### config.mk
export PLATFORM = sky130hd
export DESIGN_NAME = rom_access_arbiter
export DESIGN_NICKNAME = d
export VERILOG_FILES = /design/src/rtl/rom_arb_pkg.sv /design/src/rtl/rom_arb_resp_slot.sv /design/src/rtl/rom_access_arbiter.sv
export SDC_FILE = /design/constraint.sdc
export NUM_CORES = 1
export LEC_CHECK = 0
export ABC_AREA = 1
export BUFFER_PORTS_ARGS = -buffer_cell sky130_fd_sc_hd__buf_2
export CORE_AREA = 5 5 107 109
export DETAILED_ROUTE_END_ITERATION = 6
export DIE_AREA = 0 0 112 114
export GPL_TIMING_DRIVEN = 0
export PLACE_DENSITY = 0.84
export SYNTH_ARGS = -nofsm -noshare
export SYNTH_HDL_FRONTEND = slang
export SYNTH_SLANG_ARGS = --single-unit
### constraint.sdc
create_clock -name clk -period 2.2 [get_ports clk]
set_input_delay 0.22 -clock clk [delete_from_list [all_inputs] [get_ports clk]]
set_output_delay 0.22 -clock clk [all_outputs]
set_load 0.005 [all_outputs]
### src/rtl/rom_arb_pkg.sv
// Shared types, constants and the address legality helper for the ROM access arbiter.
package rom_arb_pkg;

  localparam int PORT_F = 0;
  localparam int PORT_D = 1;
  localparam logic [31:0] NOP_WORD = 32'h00000013;
  localparam int ADDR_MAX_W = 64;

  typedef struct packed {
    logic [31:0] data;
    logic        err;
  } slot_word_t;

  // Word-aligned and inside the ROM; addr is zero-extended by the caller.
  function automatic logic addr_legal(input logic [ADDR_MAX_W-1:0] addr,
                                      input int unsigned words);
    logic [ADDR_MAX_W-1:0] idx;
    idx = addr >> 2;
    return (addr[1:0] == 2'b00) && (idx < {{(ADDR_MAX_W-32){1'b0}}, words});
  endfunction

endpackage

### src/rtl/rom_arb_resp_slot.sv
// One-entry valid/ready response holding register carrying a ROM word and an error flag.
module rom_arb_resp_slot
  import rom_arb_pkg::*;
(
  input  logic        clk,
  input  logic        rst_n,
  input  logic        load,
  input  slot_word_t  load_word,
  input  logic        resp_ready,
  output logic        resp_valid,
  output logic [31:0] resp_data,
  output logic        resp_err,
  output logic        free
);

  // A full slot still counts as free when it is being drained this cycle.
  assign free = !resp_valid || resp_ready;

  // Capture on grant, otherwise drop valid once consumed; payload holds otherwise.
  always_ff @(posedge clk or negedge rst_n) begin
    if (!rst_n) begin
      resp_valid <= 1'b0;
      resp_data  <= 32'h00000000;
      resp_err   <= 1'b0;
    end else if (load) begin
      resp_valid <= 1'b1;
      resp_data  <= load_word.data;
      resp_err   <= load_word.err;
    end else if (resp_ready) begin
      resp_valid <= 1'b0;
    end
  end

endmodule

### src/rtl/rom_access_arbiter.sv
// Two-port (fetch / data-load) arbiter in front of a combinational ROM with anti-starvation.
// Optional perf counters are compiled in when ROM_ARB_PERF_EN is defined.
module rom_access_arbiter
  import rom_arb_pkg::*;
#(
  parameter int ROM_WORDS  = 100,
  parameter int ADDR_W     = 32,
  parameter int STREAK_MAX = 4
) (
  input  logic              clk,
  input  logic              rst_n,
  input  logic              f_req_valid,
  output logic              f_req_ready,
  input  logic [ADDR_W-1:0] f_req_addr,
  output logic              f_resp_valid,
  input  logic              f_resp_ready,
  output logic [31:0]       f_resp_data,
  output logic              f_resp_err,
  input  logic              d_req_valid,
  output logic              d_req_ready,
  input  logic [ADDR_W-1:0] d_req_addr,
  output logic              d_resp_valid,
  input  logic              d_resp_ready,
  output logic [31:0]       d_resp_data,
  output logic              d_resp_err,
  output logic [ADDR_W-1:0] rom_addr,
  input  logic [31:0]       rom_data,
  output logic [15:0]       perf_conflicts,
  output logic [15:0]       perf_f_stalls
);

  logic       f_free;
  logic       d_free;
  logic       f_elig;
  logic       d_elig;
  logic [1:0] grant;
  logic [3:0] streak;
  logic       capture_legal;
  slot_word_t capture_word;

  // D normally wins a tie; F is forced through once D has won STREAK_MAX in a row.
  always_comb begin
    grant  = 2'b00;
    f_elig = rst_n && f_req_valid && f_free;
    d_elig = rst_n && d_req_valid && d_free;
    if (d_elig && (!f_elig || (streak != 4'(STREAK_MAX)))) begin
      grant[PORT_D] = 1'b1;
    end else if (f_elig) begin
      grant[PORT_F] = 1'b1;
    end else begin
      grant = 2'b00;
    end
  end

  assign f_req_ready = grant[PORT_F];
  assign d_req_ready = grant[PORT_D];
  assign rom_addr    = grant[PORT_D] ? d_req_addr : f_req_addr;

  // Illegal addresses never pass ROM data through.
  always_comb begin
    capture_legal = addr_legal(ADDR_MAX_W'(rom_addr), ROM_WORDS);
    if (capture_legal) begin
      capture_word.data = rom_data;
      capture_word.err  = 1'b0;
    end else begin
      capture_word.data = 32'h00000000;
      capture_word.err  = 1'b1;
    end
  end

  // Consecutive D wins while F waits; saturates at STREAK_MAX.
  always_ff @(posedge clk or negedge rst_n) begin
    if (!rst_n) begin
      streak <= 4'd0;
    end else if (!f_req_valid || grant[PORT_F]) begin
      streak <= 4'd0;
    end else if (grant[PORT_D] && (streak < 4'(STREAK_MAX))) begin
      streak <= streak + 4'd1;
    end else begin
      streak <= streak;
    end
  end

  rom_arb_resp_slot u_f_slot (
    .clk        (clk),
    .rst_n      (rst_n),
    .load       (grant[PORT_F]),
    .load_word  (capture_word),
    .resp_ready (f_resp_ready),
    .resp_valid (f_resp_valid),
    .resp_data  (f_resp_data),
    .resp_err   (f_resp_err),
    .free       (f_free)
  );

  rom_arb_resp_slot u_d_slot (
    .clk        (clk),
    .rst_n      (rst_n),
    .load       (grant[PORT_D]),
    .load_word  (capture_word),
    .resp_ready (d_resp_ready),
    .resp_valid (d_resp_valid),
    .resp_data  (d_resp_data),
    .resp_err   (d_resp_err),
    .free       (d_free)
  );

`ifdef ROM_ARB_PERF_EN
  // Saturating event counters, cleared only by reset.
  always_ff @(posedge clk or negedge rst_n) begin
    if (!rst_n) begin
      perf_conflicts <= 16'h0000;
      perf_f_stalls  <= 16'h0000;
    end else begin
      if (f_req_valid && d_req_valid && (perf_conflicts != 16'hFFFF)) begin
        perf_conflicts <= perf_conflicts + 16'h0001;
      end
      if (f_req_valid && !grant[PORT_F] && (perf_f_stalls != 16'hFFFF)) begin
        perf_f_stalls <= perf_f_stalls + 16'h0001;
      end
    end
  end
`else
  assign perf_conflicts = 16'h0000;
  assign perf_f_stalls  = 16'h0000;
`endif

endmodule

After elaboration in Yosys (flattened, before gate mapping)
Cells that the tools add are included.
Word-level totals
  bits in registers: 72
  bits of input ports: 102
  output and inout bits: 134
  word-level logic and storage cells: 41
Cells by class
  $add $sub $neg: 1
  $lt $le $gt $ge: 2
  equality and inequality tests: 1
  multiplexer cells: 11
  reductions and logical operators: 19
Operators with widths (count)
  33-bit 2-to-1 mux: 1
  32-bit 2-to-1 mux: 1
  30-bit by 7-bit less-than comparator with 1-bit output (second input constant): 1
  4-bit 2-to-1 mux: 2
  1-bit logical AND: 7
  1-bit 2-to-1 mux: 7
  2-bit nonzero test: 3
  4-bit by 1-bit adder with 4-bit output (second input constant): 1
  1-bit logical NOT: 4
  1-bit logical OR: 4
  4-bit by 3-bit less-than comparator with 1-bit output (second input constant): 1
  4-bit by 3-bit inequality test with 1-bit output (second input constant): 1
  2-bit logical NOT: 1

Logic depth before layout (Yosys ltp)
Gate-level depths: netlist of run 1.
  depth in word-level cells: 11
  mapped depth: 16
  mapped depth without buffers: 14

By module
A second synthesis of run 1 with hierarchy kept.
Unflattened totals
  cell total of the unflattened synthesis: 579
  area, all modules: 4329.2 um2
By module, submodules not included
  rom_arb_resp_slot: instances 2, cells each 144, area an instance 1342.5 um2, seq. area each 850.8 um2
  rom_access_arbiter: instances 1, cells each 291, area an instance 1644.1 um2, seq. area each 100.1 um2

Least setup slack after synthesis of run 1
No wires, ideal clock.
  path type: reg-to-reg
  start: register streak[0]
  end: register u_f_slot.resp_data[23]
  library setup time: 0.066 ns
  data arrival time: 2.011 ns
  required time: 2.134 ns
  slack: 0.124 ns
  stages on the path, launching flop included: 16
  buffers on the path: 3
  period minus slack after synthesis: 2.076 ns
  path through: dfrtp_1 -> inv_1 -> ha_1 -> nand3_2 -> o21ai_4 -> buf_4 -> nand2_1 -> nand2_1 -> nand2_1 -> nor2_1 -> nand3_1 -> nor2_1 -> buf_4 -> buf_6 -> nand4_1 -> nand2_1
On the way
  cells in the longest elaborated chain, start to end: 8
  elaborated cells on any way between the ends: 10
  classes of those cells: 1 x order compare; 1 x eq/ne; 4 x mux; 4 x reduce/logical
Ends and longest elaborated chain
  start: declaration: line rom_access_arbiter.sv:37  | logic [3:0] streak;
  start signal: assignment: line rom_access_arbiter.sv:78  | streak <= streak + 4'd1;
  start signal: assignment: line rom_access_arbiter.sv:80  | streak <= streak;
  4-bit by 3-bit inequality test with 1-bit output (*): line rom_access_arbiter.sv:46  | if (d_elig && (!f_elig || (streak != 4'(STREAK_MAX)))) begin
  1-bit logical OR (*): line rom_access_arbiter.sv:46
  1-bit logical AND (*): line rom_access_arbiter.sv:46
  1-bit 2-to-1 mux: line rom_access_arbiter.sv:46
  32-bit 2-to-1 mux: line rom_access_arbiter.sv:57  | assign rom_addr = grant[PORT_D] ? d_req_addr : f_req_addr;
  30-bit by 7-bit less-than comparator with 1-bit output / 2-bit logical NOT (equally long branches): line rom_arb_pkg.sv:19  | return (addr[1:0] == 2'b00) && (idx < {{(ADDR_MAX_W-32){1'b0}}, words});
  1-bit logical AND: line rom_arb_pkg.sv:19
  33-bit 2-to-1 mux: line rom_access_arbiter.sv:62  | if (capture_legal) begin
  end signal: assignment: line rom_arb_resp_slot.sv:27  | resp_data <= load_word.data;
  end: declaration: line rom_arb_resp_slot.sv:11  | output logic [31:0] resp_data,
Every way passes the cells marked *; elsewhere a longest branch is shown, timed or not.
A chain may end at the register's enable or synchronous reset.

Worst setup path in the final report of run 1
  start: register streak[1]
  end: register u_d_slot.resp_data[0]
On the way
  cells in the longest elaborated chain, start to end: 8
  elaborated cells on any way between the ends: 9
  classes of those cells: 1 x order compare; 1 x eq/ne; 3 x mux; 4 x reduce/logical
Ends and longest elaborated chain (line)
  4-bit by 3-bit inequality test with 1-bit output (*): rom_access_arbiter.sv:46
  1-bit logical OR (*): rom_access_arbiter.sv:46
  1-bit logical AND (*): rom_access_arbiter.sv:46
  1-bit 2-to-1 mux (*): rom_access_arbiter.sv:46
  32-bit 2-to-1 mux: rom_access_arbiter.sv:57
  30-bit by 7-bit less-than comparator with 1-bit output / 2-bit logical NOT (equally long branches): rom_arb_pkg.sv:19
  1-bit logical AND: rom_arb_pkg.sv:19
  33-bit 2-to-1 mux: rom_access_arbiter.sv:62
  end signal: assignment: rom_arb_resp_slot.sv:27
  end: declaration: rom_arb_resp_slot.sv:11
Marks and branches as above.

==> impl_metrics.tcl, run 1 <==
set metrics [dict create \
    die_y_um 114 \
    ant_nets 0 \
    grt_max_degree 44 \
    r2r-end "u_d_slot.resp_data[0]" \
    fmax_ghz 0.413 \
    die_area_um2 12800 \
    period_minus_slack_ns 2.42 \
    vias 4728 \
    synth-main-ff-cell "dfrtp_1" \
    cts.clk_slew.worst_paths_ns 0.09 \
    path_class "reg2reg" \
    powerDensity_nw_per_um2 500 \
    hold_depth 2 \
    start_util 0.384 \
    fp.coreArea_um2 10500 \
    yosysSeqAreaShare 0.447 \
    holdCritPathClass "in2reg" \
    ir_drop_v 0.000329 \
    critPathCaptureType "flip-flop" \
    drc 0 \
    syn_inst 536 \
    startpoint "streak[1]" \
    start_kind "flip-flop" \
    layout-drive-gt1-share 0.455 \
    clock_power_share 0.385 \
    cts_tree "yes" \
    grt.total_usage 0.230 \
    dp_hpwl_mm 10.1 \
    setup_slack_ns -0.219 \
    cts_inserted_buffers 9 \
    rsz0062_at_grt "yes" \
    num_rows 38 \
    synthDistinctLibCells 25 \
    grt_pass1_vias 4704 \
    area_growth_pct 65.4 \
    ys_top_cells_by_area "dfrtp_1 45%, nand2_1 21%, nand4_1 10%" \
    timing_hold_violations_final 0 \
    gp_congestion 1.01 \
    drv_cap 0 \
    p_leak_nw 4.09 \
    async_reset_ff_frac 1.00 \
    setup_tns_ns -9.70 \
    synth_edf_count 0 \
    p_comb_frac 0.211 \
    yosysTopAreaCellShare 0.447 \
    slew_viol_final 0 \
    r2r_setup_slack_ns -0.22 \
    rr_startpoint "streak[1]" \
    ys_ff_latch 72 \
    min_from "d_resp_ready" \
    synth_commonest_cells "221 x nand2_1, 72 x dfrtp_1, 65 x nand4_1" \
    power.internal_mw 2.46 \
    grt-ovfl-total 0 \
    seq_power_share 0.403 \
    grt_pass1_wl_mm 23.7 \
    routed_wl_mm 15.3 \
    synth_top_cell_by_area "dfrtp_1" \
    antenna_found_initial 0 \
    portBuffers 203 \
    yosysWarnings 0 \
    place_ws_ns -0.637 \
    clkLatencyLatePin_ns 0.34 \
    post-route-period-util 1.10 \
    dp_cells 911 \
    drtIter0Drc 378 \
    rr_worst_depth 17 \
    fin_skew_ns 0.0141 \
    die_x_um 112 \
    viasPerCell 4.81 \
    setup_viol 70 \
    final_nets 942 \
    critPathArrivalTime_ns 2.69 \
    syn_area_per_cell_um2 7.53 \
    p_sw_frac 0.262 \
    dr.pass1.iters 5 \
    cts_root_buf "clkbuf_8" \
    wire_per_inst_um 15.6 \
    stdcell_count 982 \
    clock-sinks 72 \
    worstHoldEndpoint "u_d_slot.resp_valid" \
    ios 236 \
    htreeDepth 3 \
    cp_max_fo 7 \
    synth_most_common_cell "nand2_1" \
    synth_area_um2 4040 \
    power.switching_uw 873 \
    violations "setup timing" \
    status "finished with violations" \
    clk_path_buf_depth 2 \
    n_antenna_cell 0 \
    required_ns 2.47 \
]
-- worst max-delay path by stage --
| stage | end | slack [ns] | cells after the start |
|---|---|---|---|
| 2_1_floorplan | u_f_slot.resp_data[23] | 0.12 | 15 |
| 3_3_place_gp | u_f_slot.resp_data[22] | -1.60 | 11 |
| 3_5_place_dp | u_f_slot.resp_data[27] | -0.64 | 12 |
| 4_1_cts | u_f_slot.resp_data[0] | -0.16 | 17 |
| 5_1_grt | u_f_slot.resp_data[27] | -0.34 | 17 |
| 6_report | u_d_slot.resp_data[0] | -0.22 | 17 |
-- cells by family after synthesis --
logic type	count (synthesis)	share of synthesized area
adder cells (fa/ha/maj)	2	0.00620
flip-flops	72	0.447
other	1	0.000929
AND/OR/NAND/NOR	327	0.367
buffers and inverters	124	0.164
AO/OA/AOI/OAI	10	0.0158
-- through the flow --
step / utilization / cell area, um2 / hold WS [ns] / power [mW]
final: 0.635 / 6670 / 0.0715 / 3.33
after CTS: 0.615 / 6460 / 0.0548 / 3.30
after floorplan: - / 4150 / -0.0756 / 1.62
after global routing: 0.635 / 6670 / 0.0591 / 3.49
after detailed placement: 0.511 / 5370 / 0.191 / 1.86
after global placement: 0.508 / 5340 / 0.431 / 1.86
-- cell type report --
cell class | count | area, um2
fillers | 902 | 3830
inverters | 59 | 224
flip-flops and latches | 72 | 1800
clock inverters | 5 | 104
clock buffers | 10 | 138
multi-input cells | 371 | 1900
plain buffers | 63 | 598
repair buffers | 262 | 1730
well taps | 140 | 175
-- sequential cells by signal (all words and copies together), names as in the netlist --
| signal | cells |
|---|---|
| streak | 4 |
| u_d_slot.resp_data | 32 |
| u_d_slot.resp_err | 1 |
| u_d_slot.resp_valid | 1 |
| u_f_slot.resp_data | 32 |
| u_f_slot.resp_err | 1 |
| u_f_slot.resp_valid | 1 |
-- critical path, stage by stage (launching register included) --
cell,delay [ns]
dfrtp_1,0.39
inv_2,0.08
ha_4,0.14
nand3_4,0.07
o21ai_4,0.17
buf_12,0.15
buf_6,0.11
nand2_1,0.05
nand2_1,0.11
nand2_1,0.13
nor2_4,0.13
nand3_2,0.11
nor2_4,0.19
buf_8,0.16
buf_12,0.11
buf_8,0.10
nand4_1,0.07
nand2_1,0.09
-- layer usage --
metal | up-vias | routed length (um) | track usage
met2 | 215 | 7900 | 0.410
met4 | 0 | 205 | 0.0617
met5 | - | 0 | 0
met1 | 2251 | 6050 | 0.275
met3 | 20 | 1160 | 0.0631
li1 | 2242 | - | -
-- power by group through the flow --
stage	Sequential (mW)	Combinational, mW	Clock [mW]
floorplan	1.37	0.247	0
global placement	1.37	0.488	0
detailed placement	1.37	0.496	0
CTS	1.34	0.651	1.31
global route	1.35	0.770	1.38
finish	1.34	0.705	1.29
-- placed cells by master, fill, tap and decap left out, types with 3 or more instances in the layout --
cell,n
clkbuf_8,10
buf_12,8
dfrtp_1,72
o21ai_2,4
clkbuf_16,5
nand4_1,65
nand2_4,8
nor2_4,8
inv_2,5
buf_6,13
nand2_1,198
inv_1,52
bufinv_16,3
clkbuf_1,6
nand3_1,3
conb_1,32
buf_4,69
nand3b_1,16
nor2_2,3
buf_2,200
nand2_2,17
buf_8,16
nor2_1,5
-- what timing repair did --
item,4_1_cts,5_1_grt
cloned,14,3
buffers inserted,37,6
setup endpoints to repair,85,81
resized for setup,99,54
hold buffers,2,0
endpoints found under the hold margin,29,0
pin swaps,23,44
Power figures use the tool's default switching activity.
==> run 2: changes to the inputs <==
--- a/config.mk
+++ b/config.mk
@@ -6,12 +6,12 @@
 export NUM_CORES = 1
 export LEC_CHECK = 0
 export ABC_AREA = 1
-export BUFFER_PORTS_ARGS = -buffer_cell sky130_fd_sc_hd__buf_2
-export CORE_AREA = 5 5 107 109
+export BUFFER_PORTS_ARGS = -buffer_cell sky130_fd_sc_hd__buf_4
+export CORE_AREA = 5 5 102 104
 export DETAILED_ROUTE_END_ITERATION = 6
-export DIE_AREA = 0 0 112 114
+export DIE_AREA = 0 0 107 109
 export GPL_TIMING_DRIVEN = 0
-export PLACE_DENSITY = 0.84
+export PLACE_DENSITY = 0.88
 export SYNTH_ARGS = -nofsm -noshare
 export SYNTH_HDL_FRONTEND = slang
 export SYNTH_SLANG_ARGS = --single-unit
==> constraint.sdc (replaced) <==
create_clock -name clk -period 2.5 [get_ports clk]
set_input_delay 0.375 -clock clk [delete_from_list [all_inputs] [get_ports clk]]
set_output_delay 0.375 -clock clk [all_outputs]
set_load 0.005 [all_outputs]
==> impl_metrics.tcl, run 2 (same netlist as run 1, synthesis figures left out) <==
set metrics [dict create \
    path_class "reg2reg" \
    portBuffers 203 \
    cp_max_fo 7 \
    max_slew.worst_pin.slew_ns 0.520 \
    cts.clk_slew.worst_paths_ns 0.08 \
    n_antenna_cell 0 \
    final_cell_mix "248 x buf_4, 218 x nand2_1, 72 x dfrtp_1, 65 x nand4_1, 53 x inv_1" \
    setup_viol 0 \
    routed_wl_mm 14.1 \
    critPathArrivalTime_ns 2.73 \
    die_x_um 107 \
    fp.coreArea_um2 9460 \
    post-route-period-util 0.980 \
    required_ns 2.78 \
    cts_inserted_buffers 9 \
    powerDensity_nw_per_um2 430 \
    fin_skew_ns 0.00800 \
    layout-drive-gt1-share 0.385 \
    start_util 0.427 \
    grt_max_degree 38 \
    gp_congestion 0.836 \
    holdCritPathClass "in2reg" \
    dp_hpwl_mm 10.2 \
    clk_path_buf_depth 2 \
    utilization 0.677 \
    ant_nets 0 \
    clkLatencyLatePin_ns 0.33 \
    critPathCaptureType "flip-flop" \
    drc 0 \
    htreeDepth 3 \
    stdcell_count 916 \
    place_ws_ns -1.09 \
    setup_slack_ns 0.0501 \
    final_nets 901 \
    status "finished clean" \
    totalPowerFinal_mw 2.76 \
    antenna_found_initial 0 \
    grt_pass1_wl_mm 20.7 \
    period_minus_slack_ns 2.45 \
    cts_root_buf "clkbuf_8" \
    slew_headroom 0.653 \
    die_area_um2 11700 \
    viasPerCell 4.81 \
    biggestRegsByFlops "u_d_slot.resp_data: 32 flops, u_f_slot.resp_data: 32 flops, streak: 4 flops" \
    die_y_um 109 \
    drtIter0Drc 327 \
    p_leak_nw 3.87 \
    clock-sinks 72 \
    grt_pass1_vias 4151 \
    num_rows 36 \
    fmax_ghz 0.408 \
    wire_per_inst_um 15.4 \
    ios 236 \
    vias 4408 \
    timing_hold_violations_final 0 \
    dp_cells 884 \
    slew_viol_final 0 \
    grt-ovfl-total 0 \
    final_common_cell "buf_4" \
    grt.total_usage 0.226 \
    cts_tree "yes" \
    drv_cap 0 \
    dr.pass1.iters 5 \
    start_kind "flip-flop" \
    ir_drop_v 0.000400 \
    area_growth_pct 58.8 \
]
run 2: cell count changes in the layout (fill, tap and decap cells not counted), moves of 9 or more:
cell | before | now
buf_2 | 200 | 4
buf_4 | 69 | 248
nand2_1 | 198 | 218
nand2_2 | 17 | 5
buf_8 | 16 | 6
buf_6 | 13 | 4
run 2: critical path: stages (launching register included):
cell and delay, ns:
dfrtp_1 0.39, inv_2 0.09, ha_4 0.15, nand3_4 0.07
o21ai_4 0.22, buf_6 0.18, buf_8 0.11, nand2_1 0.05
nand2_1 0.09, nand2_1 0.08, nor2_2 0.14, nand3_2 0.12
nor2_4 0.19, buf_12 0.17, clkbuf_16 0.14, nand4_1 0.10
nand2_1 0.09
run 2: layer usage:
metal | GRT usage | vias up | wire, um
met4 | 0.0685 | 0 | 304
li1 | - | 2160 | -
met2 | 0.399 | 214 | 7100
met3 | 0.0634 | 25 | 1240
met1 | 0.268 | 2009 | 5450
met5 | 0 | - | 0
run 2: what timing repair did:
item,CTS,global route
hold buffers,3,0
endpoints found under the hold margin,57,0
endpoints found under the setup margin,106,68
gates cloned,1,4
pin swaps,3,11
setup buffers,2,7
resized for setup,15,35
run 2: through the flow:
stage | hold WS [ns] | TNS (ns) | cell area [um2]
final | 0.223 | 0 | 6410
after floorplan | 0.0794 | 0 | 4150
after CTS | 0.215 | 0 | 6170
after global routing | 0.218 | -1.20 | 6410
after global placement | 0.464 | -61.99 | 5820
after detailed placement | 0.467 | -65.51 | 5820
run 2: area by class of cell:
type | instances | area (um2)
inverters | 59 | 221
plain buffers | 64 | 514
fillers | 773 | 3050
repair buffers | 220 | 1770
well taps | 114 | 143
multi-input cells | 371 | 1740
flip-flops and latches | 72 | 1800
clock inverters | 7 | 95.1
clock buffers | 9 | 124
run 2: worst paths after layout:
path	from	slack [ns]	depth (start not counted)	end
setup reg to reg	streak[1]	0.05	16	u_f_slot.resp_data[9]
hold / removal	d_resp_ready	0.22	2	u_d_slot.resp_valid
setup / recovery	streak[1]	0.05	16	u_f_slot.resp_data[9]
hold reg to reg	u_f_slot.resp_data[4]	0.48	2	u_f_slot.resp_data[4]
max in group asynchronous	rst_n	1.71	3	u_f_slot.resp_data[30]
min in group asynchronous	rst_n	0.60	2	u_f_slot.resp_data[13]
run 2: power by group:
group	total [mW]	internal [mW]	switching, mW
Clock	1.01	0.563	0.444
Sequential	1.18	1.17	0.00745
Combinational	0.568	0.299	0.269
==> run 3: changes to the inputs <==
--- a/config.mk
+++ b/config.mk
@@ -7,11 +7,12 @@
 export LEC_CHECK = 0
 export ABC_AREA = 1
 export BUFFER_PORTS_ARGS = -buffer_cell sky130_fd_sc_hd__buf_4
-export CORE_AREA = 5 5 102 104
+export CORE_AREA = 5 5 105 107
 export DETAILED_ROUTE_END_ITERATION = 6
-export DIE_AREA = 0 0 107 109
+export DIE_AREA = 0 0 110 112
 export GPL_TIMING_DRIVEN = 0
-export PLACE_DENSITY = 0.88
+export PLACE_DENSITY = 0.87
 export SYNTH_ARGS = -nofsm -noshare
 export SYNTH_HDL_FRONTEND = slang
+export SYNTH_HIERARCHICAL = 1
 export SYNTH_SLANG_ARGS = --single-unit
==> impl_metrics.tcl, run 3 <==
set metrics [dict create \
    drv_cap 0 \
    clock_power_share 0.349 \
    ys_top_cells_by_area "dfrtp_1 42%, nand2_1 23%, buf_4 6.4%" \
    antenna_found_initial 0 \
    grt_pass1_vias 3930 \
    fmax_ghz 0.425 \
    whs_ns 0.00846 \
    start_kind "flip-flop" \
    setup_slack_ns 0.148 \
    period_minus_slack_ns 2.35 \
    portBuffers 203 \
    rr_startpoint "streak[0]" \
    required_ns 2.12 \
    grt-ovfl-total 0 \
    synthAdderAreaFrac 0.00578 \
    fin_area_um2 6610 \
    clkLatencyLatePin_ns 0.34 \
    cp_max_fo 11 \
    dp_hpwl_mm 9.67 \
    synth_top_cell_by_area "dfrtp_1" \
    synthDistinctLibCells 26 \
    r2r-end "u_f_slot/resp_data[30]" \
    power.switching_uw 719 \
    num_rows 37 \
    place_area_um2 6140 \
    wire_per_inst_um 13.2 \
    timing_hold_violations_final 0 \
    cts_tree "yes" \
    dp_cells 949 \
    htreeDepth 3 \
    yosysSeqAreaShare 0.416 \
    start_util 0.431 \
    n_antenna_cell 0 \
    place_ws_ns -0.707 \
    synth_edf_count 0 \
    setup_tns_ns 0 \
    seq_power_share 0.439 \
    path_class "reg2out" \
    final_common_cell "nand2_1" \
    rr_worst_depth 19 \
    die_y_um 112 \
    ir_drop_v 0.000286 \
    final_nets 941 \
    drc 0 \
    async_reset_ff_frac 1.00 \
    synth_most_common_cell "nand2_1" \
    p_leak_nw 4.05 \
    synth-simple-area-share 0.379 \
    ant_nets 0 \
    syn_area_per_cell_um2 7.48 \
    grt_pass1_wl_mm 19.2 \
    synth_compound_area_frac 0.00925 \
    fin_skew_ns 0.0144 \
    cts.clk_slew.worst_paths_ns 0.09 \
    syn_inst 579 \
    synth_commonest_cells "261 x nand2_1, 74 x inv_1, 72 x dfrtp_1" \
    powerDensity_nw_per_um2 406 \
    path_cells "inv_2 > ha_1 > nand2_1 > nor2_2 > nand2_2 > nand2_4 > inv_2 > buf_4 > nor3_2 > buf_4" \
    dr.pass1.iters 5 \
    status "finished clean" \
    synthMuxAreaShare 0 \
    ios 236 \
    totalPowerFinal_mw 2.69 \
    biggestRegsByFlops "u_d_slot/resp_data: 32 flops, u_f_slot/resp_data: 32 flops, streak: 4 flops" \
    cts_root_buf "clkbuf_8" \
    setup_viol 0 \
    grt_max_degree 73 \
    p_sw_frac 0.267 \
    yosysTopAreaCellShare 0.416 \
    utilization 0.658 \
    crit_slowest_cell "dfrtp_1" \
    synth_top_family_by_area "simple AND/OR/NAND/NOR gates" \
    drtIter0Drc 188 \
    critPathArrivalTime_ns 1.98 \
    ys_ff_latch 72 \
    area_growth_pct 52.8 \
    critPathCaptureType "output port" \
    clk_path_buf_depth 2 \
    stdcell_count 978 \
    viasPerCell 4.36 \
    cts_inserted_buffers 9 \
    power.internal_mw 1.97 \
    clock-sinks 72 \
    die_x_um 110 \
    final_cell_mix "259 x nand2_1, 247 x buf_4, 72 x inv_1, 72 x dfrtp_1, 32 x conb_1" \
    routed_wl_mm 12.9 \
    slew_viol_final 0 \
    r2r_setup_slack_ns 0.16 \
    vias 4260 \
    synth_xor_area_frac 0 \
    slowest_delay_ns 0.39 \
    grt.total_usage 0.198 \
    fp.coreArea_um2 10000 \
    synth_area_um2 4330 \
    post-route-period-util 0.941 \
    p_comb_frac 0.211 \
    gp_congestion 0.820 \
    die_area_um2 12300 \
    holdCritPathClass "in2async" \
    layout-drive-gt1-share 0.435 \
    yosysWarnings 6 \
    synth-main-ff-cell "dfrtp_1" \
]
run 3: logic make-up after synthesis:
| group | count (synthesis) |
|---|---|
| AO/OA/AOI/OAI | 8 |
| adder cells (fa/ha/maj) | 2 |
| buffers and inverters | 135 |
| flip-flops | 72 |
| other | 1 |
| AND/OR/NAND/NOR | 361 |
run 3: cell type report:
cell class,instances,area [um2]
sequential,72,1800
clock inverter,6,67.6
inverter,78,308
tap,136,170
clock buffer,10,138
multi-input combinational,403,1860
timing repair buffer,216,1720
buffer,57,543
fill,855,3430
run 3: power by group through the flow:
stage | logic (mW) | registers, mW | clock network, mW
floorplan | 0.264 | 1.20 | 0
global placement | 0.542 | 1.20 | 0
detailed placement | 0.548 | 1.20 | 0
CTS | 0.561 | 1.18 | 0.968
global route | 0.625 | 1.18 | 1.01
finish | 0.568 | 1.18 | 0.938
run 3: layer usage:
layer  part of all wire  GRT usage
met5                  0          0
met4              0.018     0.0590
met3              0.090     0.0533
met2               0.52      0.351
met1               0.37      0.229
run 3: how the worst max path moves through the flow:
stage,cells after the start,end,slack (ns),start
after floorplan,17,u_f_slot/resp_data[28],0.47,streak[0]
after CTS,18,u_f_slot/resp_data[30],0.001,streak[0]
after global placement,17,u_d_slot/resp_data[10],-0.66,rst_n
final,10,f_req_ready,0.15,streak[0]
after detailed placement,17,u_d_slot/resp_data[25],-0.71,rst_n
after global routing,19,u_f_slot/resp_data[3],-0.02,streak[0]
run 3: what timing repair did:
| action | in CTS | in global routing |
|---|---|---|
| gates cloned | 0 | 3 |
| pin swaps | 0 | 5 |
| setup endpoints to repair | 95 | 66 |
| hold buffers | 1 | 0 |
| hold endpoints to repair | 72 | 0 |
| resized for setup | 5 | 19 |
| setup buffers | 0 | 9 |
run 3: critical path, delay by kind of cell (launching register included):
kind | cells | cell delay, ns
adders and majority gates | 1 | 0.13
buffers and inverters | 4 | 0.52
DFF | 1 | 0.39
and+or+nand+nor | 5 | 0.61
